===== config.mk =====
export PLATFORM = sky130hd
export DESIGN_NAME = powerup_sprite_sched
export DESIGN_NICKNAME = d
export VERILOG_FILES = /design/src/rtl/powerup_pkg.sv /design/src/rtl/powerup_wr_fifo.sv /design/src/rtl/powerup_sprite_sched.sv
export SDC_FILE = /design/constraint.sdc
export NUM_CORES = 1
export LEC_CHECK = 0
export ABC_AREA = 1
export CORE_ASPECT_RATIO = 2
export CORE_MARGIN = 2
export CORE_UTILIZATION = 55
export CTS_CLUSTER_SIZE = 10
export DETAILED_ROUTE_END_ITERATION = 6
export PLACE_DENSITY = 0.86
export SYNTH_ARGS = -nofsm -noshare
export SYNTH_HDL_FRONTEND = slang
export SYNTH_SLANG_ARGS = --single-unit

===== constraint.sdc =====
create_clock -name Clk -period 5.3 [get_ports Clk]
set_input_delay 1.06 -clock Clk [delete_from_list [all_inputs] [get_ports Clk]]
set_output_delay 1.06 -clock Clk [all_outputs]
set_load 0.01 [all_outputs]

===== src/rtl/powerup_pkg.sv =====
// Shared types and constants for the powerup sprite scheduler: sprite geometry,
// the queued loader write entry and the drain FSM state encoding.
package powerup_pkg;

  localparam int SPRITE_DIM    = 15;
  localparam int SPRITE_PIXELS = 225;
  localparam int ADDR_W        = 8;

  typedef logic [1:0] pixel_t;

  typedef struct packed {
    logic [ADDR_W-1:0] addr;
    pixel_t            data;
  } wr_entry_t;

  typedef enum logic {
    IDLE  = 1'b0,
    DRAIN = 1'b1
  } sched_state_t;

  // Writes aimed past the last sprite pixel are popped but never committed.
  function automatic logic addr_in_range(input logic [ADDR_W-1:0] a);
    return a < ADDR_W'(SPRITE_PIXELS);
  endfunction

endpackage


===== src/rtl/powerup_wr_fifo.sv =====
// Synchronous FIFO holding loader writes until vertical blank lets them commit.
// Push is ignored when full and pop is ignored when empty.
module powerup_wr_fifo
  import powerup_pkg::*;
#(
  parameter int DEPTH = 8
) (
  input  logic                     Clk,
  input  logic                     Reset,
  input  logic                     push,
  input  wr_entry_t                push_data,
  input  logic                     pop,
  output wr_entry_t                pop_data,
  output logic                     full,
  output logic                     empty,
  output logic [$clog2(DEPTH):0]   count
);

  localparam int PW = $clog2(DEPTH);

  wr_entry_t     store [DEPTH];
  logic [PW-1:0] wptr;
  logic [PW-1:0] rptr;
  logic          do_push;
  logic          do_pop;

  assign full     = (count == (PW+1)'(DEPTH));
  assign empty    = (count == '0);
  assign do_push  = push & ~full;
  assign do_pop   = pop & ~empty;
  assign pop_data = store[rptr];

  // Pointers wrap naturally because DEPTH is a power of two.
  always_ff @(posedge Clk or posedge Reset) begin
    if (Reset) begin
      wptr  <= '0;
      rptr  <= '0;
      count <= '0;
    end else begin
      if (do_push) wptr <= wptr + PW'(1);
      if (do_pop)  rptr <= rptr + PW'(1);
      case ({do_push, do_pop})
        2'b10:   count <= count + (PW+1)'(1);
        2'b01:   count <= count - (PW+1)'(1);
        default: count <= count;
      endcase
    end
  end

  always_ff @(posedge Clk) begin
    if (do_push) store[wptr] <= push_data;
  end

endmodule


===== src/rtl/powerup_sprite_sched.sv =====
// Powerup sprite memory controller: renderer read addressing, vblank-only write drain
// and the power-pellet blink timer (enabled by defining PWRUP_BLINK_EN).
module powerup_sprite_sched
  import powerup_pkg::*;
#(
  parameter int FIFO_DEPTH   = 8,
  parameter int BLINK_FRAMES = 15
) (
  input  logic               Clk,
  input  logic               Reset,
  input  logic               frame_start,
  input  logic               vblank,
  input  logic               rd_req,
  input  logic [3:0]         rd_x,
  input  logic [3:0]         rd_y,
  output logic               rd_valid,
  output pixel_t             rd_pixel,
  input  logic               wr_req,
  input  logic [ADDR_W-1:0]  wr_addr,
  input  pixel_t             wr_data,
  output logic               wr_ready,
  output logic               visible,
  output logic [ADDR_W-1:0]  mem_read_address,
  output logic [ADDR_W-1:0]  mem_write_address,
  output pixel_t             mem_data_In,
  output logic               mem_we,
  input  pixel_t             mem_data_Out,
  output sched_state_t       dbg_state
);

  localparam int CW = $clog2(FIFO_DEPTH) + 1;

  sched_state_t  state;
  sched_state_t  state_nx;
  logic          pop;
  logic          fifo_empty;
  logic          fifo_full_unused;
  logic [CW-1:0] fifo_count;
  wr_entry_t     head;
  logic          rd_oor;
  logic          rd_oor_q;

  assign dbg_state = state;

  // Read path: address is combinational, the memory registers its output, so the
  // valid and out-of-range flags travel one cycle alongside the request.
  assign mem_read_address = ADDR_W'(rd_y) * ADDR_W'(SPRITE_DIM) + ADDR_W'(rd_x);
  assign rd_oor = (rd_x > 4'(SPRITE_DIM - 1)) | (rd_y > 4'(SPRITE_DIM - 1));

  always_ff @(posedge Clk or posedge Reset) begin
    if (Reset) begin
      rd_valid <= 1'b0;
      rd_oor_q <= 1'b0;
    end else begin
      rd_valid <= rd_req;
      rd_oor_q <= rd_oor;
    end
  end

  assign rd_pixel = (rd_valid & ~rd_oor_q & visible) ? mem_data_Out : '0;

  assign wr_ready = (fifo_count != CW'(FIFO_DEPTH));

  powerup_wr_fifo #(
    .DEPTH (FIFO_DEPTH)
  ) u_fifo (
    .Clk       (Clk),
    .Reset     (Reset),
    .push      (wr_req & wr_ready),
    .push_data ('{addr: wr_addr, data: wr_data}),
    .pop       (pop),
    .pop_data  (head),
    .full      (fifo_full_unused),
    .empty     (fifo_empty),
    .count     (fifo_count)
  );

  always_ff @(posedge Clk or posedge Reset) begin
    if (Reset) state <= IDLE;
    else       state <= state_nx;
  end

  // Drain only while vblank holds; leftovers wait for the next blank.
  always_comb begin
    state_nx = state;
    pop      = 1'b0;
    case (state)
      IDLE: begin
        if (vblank && !fifo_empty) state_nx = DRAIN;
      end
      DRAIN: begin
        if (vblank && !fifo_empty) pop = 1'b1;
        else                       state_nx = IDLE;
      end
      default: state_nx = IDLE;
    endcase
  end

  always_ff @(posedge Clk or posedge Reset) begin
    if (Reset) begin
      mem_we            <= 1'b0;
      mem_write_address <= '0;
      mem_data_In       <= '0;
    end else begin
      mem_we <= pop & addr_in_range(head.addr);
      if (pop) begin
        mem_write_address <= head.addr;
        mem_data_In       <= head.data;
      end
    end
  end

`ifdef PWRUP_BLINK_EN
  localparam int BW = (BLINK_FRAMES > 1) ? $clog2(BLINK_FRAMES) : 1;

  logic [BW-1:0] blink_cnt;

  always_ff @(posedge Clk or posedge Reset) begin
    if (Reset) begin
      blink_cnt <= '0;
      visible   <= 1'b1;
    end else if (frame_start) begin
      if (blink_cnt == BW'(BLINK_FRAMES - 1)) begin
        blink_cnt <= '0;
        visible   <= ~visible;
      end else begin
        blink_cnt <= blink_cnt + BW'(1);
      end
    end
  end
`else
  logic unused_frame_start;
  assign unused_frame_start = frame_start;
  assign visible = 1'b1;
`endif

endmodule


==> summary.md <==
| Metric | Value |
|---|---|
| Outcome | finished clean |
| Drt via density | 5.45 |
| Highest Signal Layer | met4 |
| H-tree level count | 3 |
| Wire length of the first global-routing pass | 15700 um |
| Layout cell share with drive strength beyond 1 | 7.72% |
| Core area | 8890 um2 |
| Row count | 49 |
| Slew @ Worst Pin | 1220 ps |
| Worst-case reg-to-reg path depth | 13 |
| Number of sinks on the clock net | 104 |
| CTS tree | built |
| Startpoint types | input pin |
| Gate count after technology mapping | 456 |
| Number of buffers inserted by hold repair at cts | 0 |
| Die area | 9800 um2 |
| WL final | 10000 um |
| Detailed route wirelength on metal3 | 524 um |
| Worst slew margin relative to its limit | 18.1% |
| Highest clock rate | 0.202 GHz |
| Total standard cell area after synthesis | 4940 um2 |
| Minimum setup slack among reg-to-reg paths | 2780 ps |
| Total power divided by cell area | 506 nW/um2 |
| ANT cells | 0 |
| Crit path capture | mem_read_address[7] |
| Most common library cells after synthesis | sky130_fd_sc_hd__nand2_1 (95), sky130_fd_sc_hd__edfxtp_1 (80), sky130_fd_sc_hd__nor2_1 (60), sky130_fd_sc_hd__inv_1 (53), sky130_fd_sc_hd__o21ai_0 (28) |
| Path type of the worst min-delay path | register to register |
| Kind of capture point of the worst setup path | output port |
| Number of max-cap violations | 0 |
| Worst r2r dst | u_fifo.count[3] |
| Async set-reset flop share out of synthesis | 23.1% |
| Biggest area contributors in the synthesized netlist | sky130_fd_sc_hd__edfxtp_1 (49%), sky130_fd_sc_hd__dfrtp_1 (12%), sky130_fd_sc_hd__nand2_1 (7.2%) |
| DR WL/cell | 16.2 um |
| Net count, final | 570 |
| Initial cell density of the core | 55.6% |
| Antenna violations before repair | 0 |
| Most instantiated library cell after synthesis | sky130_fd_sc_hd__nand2_1 |
| Count of vias placed by the detailed router | 3376 |
| Antenna violation net count after detailed routing | 0 |
| Area growth from synthesis to layout | 18.1% |
| Number of design rule violations left after detail routing | 0 |
| Net count of the mapped netlist | 513 |
| Filler cells | 600 |
| Clock slew at reported path FFs | 60 ps |
| Total negative slack | 0 ps |
| Cell at the root of the clock tree | sky130_fd_sc_hd__clkbuf_16 |
| Pin count of the biggest net entering global routing | 40 |
| I/O pins | 51 |
| Post-CTS setup buffers | 0 |
| Required time of the critical path | 4240 ps |
| Minimum clock period after layout | 4960 ps |
| Post-Layout Inst Area | 5830 um2 |
| Critical path class | input pin to output port |
| Yosys warning count | 0 |
| All-Layer GR Usage | 20.9% |
| Count of final setup violators | 0 |
| Clock latency on the worst-skew pair | 350 ps |
| Setup repair after global routing missed its margin | no |
| Slew Viols, Final | 0 |
| Seq/Total Area, Yosys | 60.8% |
| Total global routing overflow | 0 |
| Crit path max fanout | 4 |
| Number of flops mapped to enable cells by yosys | 80 |
| Max IR drop VDD | 262 uV |
| Mean area per synthesized cell | 10.8 um2 |
| Register bit count reported by yosys | 104 |
| Height of the die | 138 um |
| Count of distinct cell types in the synthesized netlist | 30 |
| Synth top area share | 48.6% |
| Final Cycle Share | 93.6% |
| Signal arrival time at the worst endpoint | 3900 ps |
| Global placement routability congestion | 0.834 |
| Number of buffers inserted during clock tree synthesis | 9 |
| Area of placed instances | 5510 um2 |
| Reg-to-Reg Start | u_fifo.count[0] |
| PortBufs | 48 |
| Leading area contributor after synthesis | sky130_fd_sc_hd__edfxtp_1 |
| Maximum root-to-sink buffer count | 2 |
| Leakage power | 2.51 nW |
| Die boundary width | 71.0 um |
| Detailed Routing Iterations Pass 1 | 5 |
| Hold violation total from the final report | 0 |
| M1 WL | 3540 um |
| Crit path from | rd_y[3] |
| Detailed route wirelength on metal2 | 5520 um |
| Via count of the first global-routing pass | 3399 |
| Drt initial violations | 278 |
| Most common flop cell mapped by yosys | sky130_fd_sc_hd__edfxtp_1 |
| Setup skew after layout | 4.98 ps |
| Detail Placement HPWL | 6800 um |
## worst max-delay path, cell delays in order
cell and delay [ps]:
sky130_fd_sc_hd__clkdlybuf4s50_1 560, sky130_fd_sc_hd__fa_1 450, sky130_fd_sc_hd__ha_1 300, sky130_fd_sc_hd__ha_1 320, sky130_fd_sc_hd__ha_1 370, sky130_fd_sc_hd__a21oi_1 140
sky130_fd_sc_hd__nand2_1 90, sky130_fd_sc_hd__a21oi_1 130, sky130_fd_sc_hd__nor2_1 50, sky130_fd_sc_hd__nor2_1 100, sky130_fd_sc_hd__xor2_1 170, sky130_fd_sc_hd__buf_2 150
## flip-flops by register name (all words and copies together) (netlist names), 2 cells and up
signal and count:
u_fifo.store 80, mem_write_address 8, u_fifo.count 4, u_fifo.rptr 3, u_fifo.wptr 3, mem_data_In 2
## cells in the final DEF (no fill, tap or decap), drive strengths merged, types with 16 or more instances in the layout
| master | synthesis | routed |
|---|---|---|
| nand2 | 96 | 96 |
| edfxtp | 80 | 80 |
| nor2 | 63 | 63 |
| inv | 56 | 56 |
| clkdlybuf4s50 | 0 | 40 |
| o21ai | 36 | 36 |
| nand3 | 25 | 25 |
| dfrtp | 24 | 24 |
| ha | 23 | 23 |
| buf | 16 | 16 |
## per-stage QoR
stage	setup WS, ps	total power, W	utilization (%)	cells	hold WS (ps)
4_1_cts	50.1	0.00294	65.5	620	489
3_3_place_gp	-416	0.00222	62.0	604	462
6_report	341	0.00295	65.6	620	484
2_1_floorplan	613	0.00192	-	456	481
5_1_grt	135	0.00312	65.6	620	503
3_5_place_dp	-413	0.00227	62.0	604	473
## power by group
part           switching, W  internal, W  leakage [nW]
combinational      0.000679     0.000428          1.34
sequential        0.0000961      0.00106          1.02
clock              0.000280     0.000411         0.148
## area by class of cell
type                            count  area, um2  area share [%]
Clock buffer                       10        229            3.93
Inverter                           56        215            3.69
Sequential cell                   104       3000            51.5
Timing Repair Buffer               62        579            9.93
Multi-Input combinational cell    280       1600            27.3
Tap cell                          102        128            2.19
Clock inverter                      6       83.8            1.44
## worst min-delay path by stage
| stage | startpoint | end | slack [ps] | cells after the start |
|---|---|---|---|---|
| 6_report | mem_data_In[1] | mem_data_In[1] | 480 | 2 |
| 5_1_grt | mem_write_address[3] | mem_write_address[3] | 500 | 2 |
| 2_1_floorplan | u_fifo.count[2] | u_fifo.count[2] | 480 | 2 |
| 4_1_cts | mem_write_address[3] | mem_write_address[3] | 490 | 2 |
| 3_5_place_dp | mem_data_In[1] | mem_data_In[1] | 470 | 2 |
| 3_3_place_gp | mem_write_address[5] | mem_write_address[5] | 460 | 2 |
## layer usage
layer	track usage, %	vias to the layer above
met3	3.64	36
met4	13.2	0
li1	-	1606
met5	0	-
met2	37.2	146
met1	22.1	1588
## cell families after synthesis
kind of cell | Yosys count | synth area share (%)
buffers and inverters | 72 | 7.22
flip-flops | 104 | 60.8
AO/OA/AOI/OAI | 48 | 5.32
XOR/XNOR | 12 | 2.13
other | 1 | 0.0759
adder cells (fa/ha/maj) | 31 | 9.07
AND/OR/NAND/NOR | 188 | 15.4
## what timing repair did
| action | 4_1_cts | 5_1_grt |
|---|---|---|
| hold endpoints to repair | 0 | 0 |
| gates resized for setup | 12 | 4 |
| pin swaps | 1 | 3 |
| setup endpoints to repair | 5 | 4 |
No activity file was read; power rests on OpenSTA's default activity.
